## src/rtl/imm_ext_pkg.sv

```systemverilog
// +------------------------------------------------------------------+
// | imm_ext_pkg : shared types and constants for the immediate        |
// |               extender pipeline.          Rev 1.0                 |
// +------------------------------------------------------------------+
`default_nettype none

package imm_ext_pkg;

   localparam int BYTE_W = 8;

   typedef enum logic [1:0] {
      MODE_SIGN  = 2'b00,
      MODE_ZERO  = 2'b01,
      MODE_UPPER = 2'b10,
      MODE_BYTE  = 2'b11
   } imm_mode_t;

   typedef enum logic [1:0] {
      ST_EMPTY = 2'b00,
      ST_ONE   = 2'b01,
      ST_TWO   = 2'b10
   } skid_state_t;

endpackage

`default_nettype wire

```

## src/rtl/imm_skid_buffer.sv

```systemverilog
// +------------------------------------------------------------------+
// | imm_skid_buffer : two-entry valid/ready skid buffer, registered   |
// |                   outputs, strict FIFO order.     Rev 1.0         |
// +------------------------------------------------------------------+
`default_nettype none

module imm_skid_buffer
   import imm_ext_pkg::*;
#(
   parameter int DATA_W = 33
) (
   input  logic              clk,
   input  logic              reset,
   input  logic              in_valid,
   output logic              in_ready,
   input  logic [DATA_W-1:0] in_data,
   output logic              out_valid,
   input  logic              out_ready,
   output logic [DATA_W-1:0] out_data
);

   skid_state_t       state_q, state_d;
   logic [DATA_W-1:0] main_q, main_d;
   logic [DATA_W-1:0] skid_q, skid_d;
   logic              out_valid_q, out_valid_d;
   logic              in_ready_q, in_ready_d;
   logic              accept;
   logic              drain;

   // Registered ready is masked by reset so no transfer is taken in a reset cycle.
   assign in_ready  = in_ready_q & ~reset;
   assign out_valid = out_valid_q;
   assign out_data  = main_q;
   assign accept    = in_valid & in_ready_q;
   assign drain     = out_valid_q & out_ready;

   always_comb begin
      state_d = state_q;
      main_d  = main_q;
      skid_d  = skid_q;
      case (state_q)
         ST_EMPTY: begin
            if (accept) begin
               main_d  = in_data;
               state_d = ST_ONE;
            end
         end
         ST_ONE: begin
            if (accept && !drain) begin
               skid_d  = in_data;
               state_d = ST_TWO;
            end else if (accept && drain) begin
               main_d  = in_data;
            end else if (drain) begin
               state_d = ST_EMPTY;
            end
         end
         ST_TWO: begin
            if (drain) begin
               main_d  = skid_q;
               state_d = ST_ONE;
            end
         end
         default: state_d = ST_EMPTY;
      endcase
      out_valid_d = (state_d != ST_EMPTY);
      in_ready_d  = (state_d != ST_TWO);
   end

   always_ff @(posedge clk) begin
      if (reset) begin
         state_q     <= ST_EMPTY;
         main_q      <= '0;
         skid_q      <= '0;
         out_valid_q <= 1'b0;
         in_ready_q  <= 1'b1;
      end else begin
         state_q     <= state_d;
         main_q      <= main_d;
         skid_q      <= skid_d;
         out_valid_q <= out_valid_d;
         in_ready_q  <= in_ready_d;
      end
   end

endmodule

`default_nettype wire

```

## src/rtl/imm_extend_pipe.sv

```systemverilog
// +------------------------------------------------------------------+
// | imm_extend_pipe : IN_W -> OUT_W immediate extender (sign, zero,   |
// |                   upper, byte) behind a skid buffer.  Rev 1.0     |
// +------------------------------------------------------------------+
`default_nettype none

module imm_extend_pipe
   import imm_ext_pkg::*;
#(
   parameter int IN_W  = 16,
   parameter int OUT_W = 32
) (
   input  logic             clk,
   input  logic             reset,
   input  logic             in_valid,
   output logic             in_ready,
   input  logic [IN_W-1:0]  in_data,
   input  logic [1:0]       in_mode,
   output logic             out_valid,
   input  logic             out_ready,
   output logic [OUT_W-1:0] out_data,
   output logic             out_neg
);

   generate
      if (IN_W < BYTE_W || IN_W > OUT_W) begin : g_param_check
         $error("imm_extend_pipe: IN_W must satisfy 8 <= IN_W <= OUT_W");
      end
   endgenerate

   logic [OUT_W-1:0] ext;
   logic [OUT_W:0]   buf_out;

   // Size casts of signed operands sign-extend, and collapse to pass-through when OUT_W == IN_W.
   always_comb begin
      ext = '0;
      case (imm_mode_t'(in_mode))
         MODE_SIGN:  ext = OUT_W'($signed(in_data));
         MODE_ZERO:  ext = OUT_W'(in_data);
         MODE_UPPER: ext = OUT_W'(in_data) << (OUT_W - IN_W);
         MODE_BYTE:  ext = OUT_W'($signed(in_data[BYTE_W-1:0]));
         default:    ext = '0;
      endcase
   end

   imm_skid_buffer #(
      .DATA_W (OUT_W + 1)
   ) u_skid (
      .clk       (clk),
      .reset     (reset),
      .in_valid  (in_valid),
      .in_ready  (in_ready),
      .in_data   ({ext[OUT_W-1], ext}),
      .out_valid (out_valid),
      .out_ready (out_ready),
      .out_data  (buf_out)
   );

   assign out_neg  = buf_out[OUT_W];
   assign out_data = buf_out[OUT_W-1:0];

endmodule

`default_nettype wire

```

## config.mk

```make
export PLATFORM = sky130hd
export DESIGN_NAME = imm_extend_pipe
export DESIGN_NICKNAME = d
export VERILOG_FILES = /design/src/rtl/imm_ext_pkg.sv /design/src/rtl/imm_skid_buffer.sv /design/src/rtl/imm_extend_pipe.sv
export SDC_FILE = /design/constraint.sdc
export NUM_CORES = 1
export LEC_CHECK = 0
export CORE_AREA = 4 4 85 87
export DETAILED_ROUTE_END_ITERATION = 8
export DIE_AREA = 0 0 89 91
export DONT_BUFFER_PORTS = 1
export HOLD_SLACK_MARGIN = 0.08
export PLACE_DENSITY = 0.65
export SETUP_SLACK_MARGIN = 0.05
export SLEW_MARGIN = 15
export SYNTH_ARGS = -nofsm -noshare
export SYNTH_HDL_FRONTEND = slang
export SYNTH_SLANG_ARGS = --single-unit
export TNS_END_PERCENT = 50
```

## constraint.sdc

```tcl
create_clock -name clk -period 2.6 [get_ports clk]
set_input_delay 0.13 -clock clk [delete_from_list [all_inputs] [get_ports clk]]
set_output_delay 0.13 -clock clk [all_outputs]
set_load 0.01 [all_outputs]
```

; ---- Yosys cells after proc, flatten, opt, wreduce, memory -nomap -nowiden
; Index checks and enable logic that the tools add are counted.
[op_classes]
n_eq_ne = 10
reduce_logical = 9
bitwise = 4
add_sub_neg = 0
multipliers = 0
muxes = 12
n_lt_le_gt_ge = 0
div_mod_pow = 0
n_shift = 0
[ops]
columns = cell, count
row1 = 2-to-1 mux 33 bit, 4
row2 = one-hot mux 32 bit (4 select lines), 1
row3 = one-hot mux 33 bit (3 select lines), 1
row4 = 2-to-1 mux 2 bit, 5
row5 = equality test 2 bit (second input constant), 3
row6 = inequality test 2 x 1 -> 1 bit (second input constant), 3
row7 = one-hot mux 2 bit (3 select lines), 1
row8 = AND reduction 5 bit, 1
row9 = equality test 2 x 1 -> 1 bit (second input constant), 2
row10 = zero test 2 bit, 2
row11 = inequality test 2 bit (second input constant), 2
row12 = bitwise AND 1 bit, 3
row13 = nonzero test 3 bit, 1
row14 = logical AND 1 bit, 2
row15 = AND reduction 2 bit, 1
row16 = nonzero test 2 bit, 1
row17 = zero test 1 bit, 1
row18 = inverter 1 bit, 1
[word_totals]
mem_bits_rw = 0
register_bits = 69
latchBits = 0
rom_bits = 0
output_inout_bits = 35
in_bits = 22
wordCells = 40
mem_count = 0

; ---- Longest topological paths before layout
[logic_depth]
ltp_word = 6
ltp_mapped = 7
mapped_depth_nobuf = 4

; ---- By module
; A second synthesis with hierarchy kept.
[unflattened]
cells_unflattened = 392
hier_area_um2 = 3936.3
[modules_own_cells]
columns = module, n_inst, area_each_um2, cells_per_inst, seq_area_each_um2
row1 = imm_skid_buffer, 1, 3497.1, 327, 1401.3
row2 = imm_extend_pipe, 1, 439.2, 65, 0.0

; ---- Worst setup path after synthesis
; OpenSTA, ideal clock, no wires.
[synth_timing]
path_type = register to register
startpoint = register u_skid.state_q[0]
endpoint = register u_skid.skid_q[26]
path_slack_ps = 1101
setup_ps = 138
stages_incl_launch_ff = 7
required_ps = 2462
path_buffers = 2
synth_period_minus_slack_ps = 1499
arrival_time_ps = 1361
path_cell_list = dfxtp_1 -> a21bo_2 -> or2_2 -> clkbuf_1 -> buf_2 -> nor3_1 -> nor3_1
[synth_via]
elab_chain_len = 2
[synth_lines]
columns = element, line_no
row1 = from (decl), imm_skid_buffer.sv:22  ; skid_state_t state_q, state_d;
row2 = from (signal assigned), imm_skid_buffer.sv:78  ; state_q <= state_d;
row3 = equality test 2 x 1 -> 1 bit, imm_skid_buffer.sv:41  ; case (state_q)
row4 = AND reduction 2 bit (no line), -
row5 = to (signal assigned), imm_skid_buffer.sv:80  ; skid_q <= skid_d;
row6 = to (decl), imm_skid_buffer.sv:24  ; logic [DATA_W-1:0] skid_q, skid_d;
; No other way between the ends.
; A chain may end at the register's enable or synchronous reset.

; ---- Final worst setup path
[layout_timing]
startpoint = register u_skid.state_q[1]
endpoint = register u_skid.main_q[3] (netlist: u_skid.out_data[3])
[layout_via]
elab_chain_len = 3
elab_cells_between_ends = 10
cone_classes = 6 x eq/ne / 1 x mux / 3 x reduce/logical
[layout_lines]
columns = element, line_no
row1 = equality test 2 bit (tied with other cells), imm_skid_buffer.sv:41
row2 = inequality test 2 x 1 -> 1 bit (no line) (tied with other cells), -
row3 = AND reduction 5 bit (no line), -
row4 = to (signal assigned), imm_skid_buffer.sv:79  ; main_q <= main_d;
row5 = to (decl), imm_skid_buffer.sv:23  ; logic [DATA_W-1:0] main_q, main_d;
; Parallel ways exist; a longest one is shown, timed or not.

==> results.md <==
* Cell Rows at 29
* Worst Setup Path Type: reg -> reg
* Cell taking the most area after synthesis: dfxtp_1
* H-tree Lvls at 3
* Period minus WS final at 2.27 ns
* Slew HR at 57.8%
* Post-layout net count at 403
* Worst-margin pin slew at 0.628 ns
* Synth top area cells: dfxtp_1 (43%), nor3_1 (7.9%), a211oi_2 (5.5%), nand2b_1 (5.0%), a21oi_1 (4.8%)
* Sequential share of power at 45.6%
* PwrDens at 749 mW/mm^2
* Remaining Overflow, GRT at 0
* Hold path cells at 3
* Top-area cell type share of the netlist area at 43.1%
* Final instance count without filler cells at 463
* Global Route Usage Sum at 20.5%
* Min-delay src: out_ready
* Critical Path AT at 2.50 ns
* Initial antenna violation count at 0
* CTS tree: yes
* Outcome: completed
* Syn Std Cell Area at 0.00316 mm^2
* Yosys warns at 0
* FFs w/ async S/R, synth at 0%
* Post-DR wirelength/cell at 17.3 um
* Required @ worst endpoint at 2.83 ns
* Max-Cap Viols at 0
* Routed vias/inst at 5.90
* IO Port Bufs at 0
* Final setup fails at 0
* Top FF cell, synth: dfxtp_1
* Vias in the first global route at 2578
* Chip width at 89 um
* Std-Cell Core Area at 0.00635 mm^2
* Tightest Hold Check Type: in -> reg
* Sw frac at 28.2%
* Share of power burned in the clock network at 37.0%
* Lkg Pwr at 1.24 nW
* Largest net degree at the start of global routing at 58
* Synth Instances at 375
* Share of cells above drive strength 1 at 13.7%
* First-pass GRT wire length at 13100 um
* ANT cells at 0
* Post-route ant nets at 0
* Fmax at 441 MHz
* Clock skew after layout at 0.00914 ns
* Int Pwr at 0.00196 W
* Syn avg cell area at 8.42 um^2
* Worst reg2reg setup slack at 0.33 ns
* Period utilisation layout at 87.3%
* Post-CTS sizing at 0
* Most common cell after layout, fill and taps aside: dfxtp_1
* RR Endpoint: u_skid.out_data[3]$_SDFFE_PP0P_
* Yosys reg bits at 68
* Most frequent cells in the layout: dfxtp_1 (68), nor3_1 (50), nand2_1 (31)
* RSZ-0062 raised after global routing: false
* Sink Count at 68
* Clock Latency Late Sink at 0.34 ns
* IO Pins at 57
* Starting Density at 49.7%
* Hold Fails Final Rpt at 0
* Worst hold slack at 0.113 ns
* Routed via count at 2733
* Crit. End Element: flop
* Die area at 0.00810 mm^2
* CP startpoint kind: flop
* Starting DRC count in detailed routing at 191
* Sequential share of the synthesized area at 43.1%
* HPWL after detailed placement at 4950 um
* Placed cell count at 420
* Longest Clk Path Bufs at 2
* Sw power at 0.000773 W
* Hold EP: u_skid.state_q[1]$_SDFF_PP0_
* Distinct cells, synth at 33
* CP Max Fanout at 12
* Logic pwr share at 17.4%
* Cts bufs inserted at 9
* Final WL at 8000 um
* Post-CTS Setup Bufs at 0
* Syn_nets at 397
* Area Growth Syn to Fin at 15.7%
* RD Place Congestion at 0.764
* R2r startpoint: u_skid.state_q[1]$_SDFF_PP0_
* Height of the die at 91 um
* Clock Tree Root: clkbuf_8
* Clock-pin slew on the worst setup and hold paths at 0.07 ns
* Max VDD drop at 0.368 mV
* EDFF count, synth at 0
* Reg2Reg Depth at 6
* Pre-antenna DRT Iters at 8
* DRC viols at 0
* Final Max Tran Viols at 0
* Setup_tns at 0 ns
[registers in the layout (all words and copies together) (netlist names)]
| name | flops |
|---|---|
| u_skid.out_valid | 1 |
| u_skid.skid_q | 32 |
| u_skid.state_q | 2 |
| u_skid.in_ready_q | 1 |
| u_skid.out_data | 32 |
[power groups by stage]
stage	sequential, W	clock (W)	combinational (W)
after floorplan	0.00125	0	0.000382
after global placement	0.00127	0	0.000407
after detailed placement	0.00127	0	0.000416
after CTS	0.00125	0.00102	0.000474
after global routing	0.00126	0.00108	0.000529
final	0.00125	0.00101	0.000475
[cells in the mapped netlist, types with 2 or more instances]
cell type and n:
a211oi_2 14, clkbuf_1 25, nand2b_1 25, a21oi_1 30, a311oi_1 11, a311oi_2 6, nor2_1 27, nand2_1 31
buf_2 10, buf_6 2, buf_4 2, nor3_1 50, nor2b_1 2, dfxtp_1 68, nand3_1 16, inv_1 3
a21boi_0 14, o22ai_1 24
[layout make-up]
type / count / area (um^2)
multi-input combinational: 264 / 1600
fill: 556 / 2700
timing repair buffer: 35 / 348
sequential: 68 / 1360
clock buffer: 12 / 165
tap: 77 / 96.3
clock inverter: 4 / 70.1
inverter: 3 / 11.3
[cells by family (layout without fill, tap and decap cells)]
| group | count (synthesis) | in the layout | synth area share, % |
|---|---|---|---|
| mux | 1 | 1 | 0.317 |
| simple gates | 158 | 158 | 24.4 |
| flops | 68 | 68 | 43.1 |
| compound gates | 105 | 105 | 25.9 |
| buf+inv | 43 | 54 | 6.22 |
[per-stage QoR]
stage / utilization [%] / total power (W) / setup slack (ns) / instance area, um^2
3_3_place_gp: 49.3 / 0.00168 / 0.932 / 3130
4_1_cts: 57.5 / 0.00275 / 0.347 / 3650
6_report: 57.5 / 0.00274 / 0.331 / 3650
3_5_place_dp: 49.3 / 0.00169 / 0.881 / 3130
2_1_floorplan: - / 0.00163 / 1.10 / 3160
5_1_grt: 57.5 / 0.00287 / 0.166 / 3650
[metal layers]
layer	GRT usage (%)	share of wire (%)	up-vias
met1	27.4	43	1260
met3	6.61	8.6	19
met2	30.3	46	95
li1	-	-	1359
met5	0	0	-
met4	8.93	2.5	0
[worst max-delay path by stage]
| stage | from | endpoint | slack (ns) | depth (start not counted) |
|---|---|---|---|---|
| CTS | u_skid.state_q[1]$_SDFF_PP0_ | u_skid.out_data[3]$_SDFFE_PP0P_ | 0.35 | 6 |
| global route | u_skid.state_q[1]$_SDFF_PP0_ | u_skid.out_data[3]$_SDFFE_PP0P_ | 0.17 | 6 |
| floorplan | u_skid.state_q[0]$_SDFF_PP0_ | u_skid.skid_q[26]$_SDFFE_PP0N_ | 1.10 | 6 |
| finish | u_skid.state_q[1]$_SDFF_PP0_ | u_skid.out_data[3]$_SDFFE_PP0P_ | 0.33 | 6 |
| detailed placement | u_skid.state_q[1]$_SDFF_PP0_ | u_skid.out_data[7]$_SDFFE_PP0P_ | 0.88 | 5 |
| global placement | u_skid.state_q[1]$_SDFF_PP0_ | u_skid.out_data[7]$_SDFFE_PP0P_ | 0.93 | 5 |
[critical path: stages, from the launching register on]
cell and delay, ns:
dfxtp_1 0.36, nand3b_1 0.23, o22ai_2 0.23, or2_1 0.36, buf_4 0.29, a311oi_2 0.11
dlygate4sd3_1 0.57
[timing repair]
item                                    4_1_cts  5_1_grt
endpoints found under the hold margin        58        0
endpoints found under the setup margin        0        0
hold buffers                                 27        0
(Power assumes the default switching activity.)
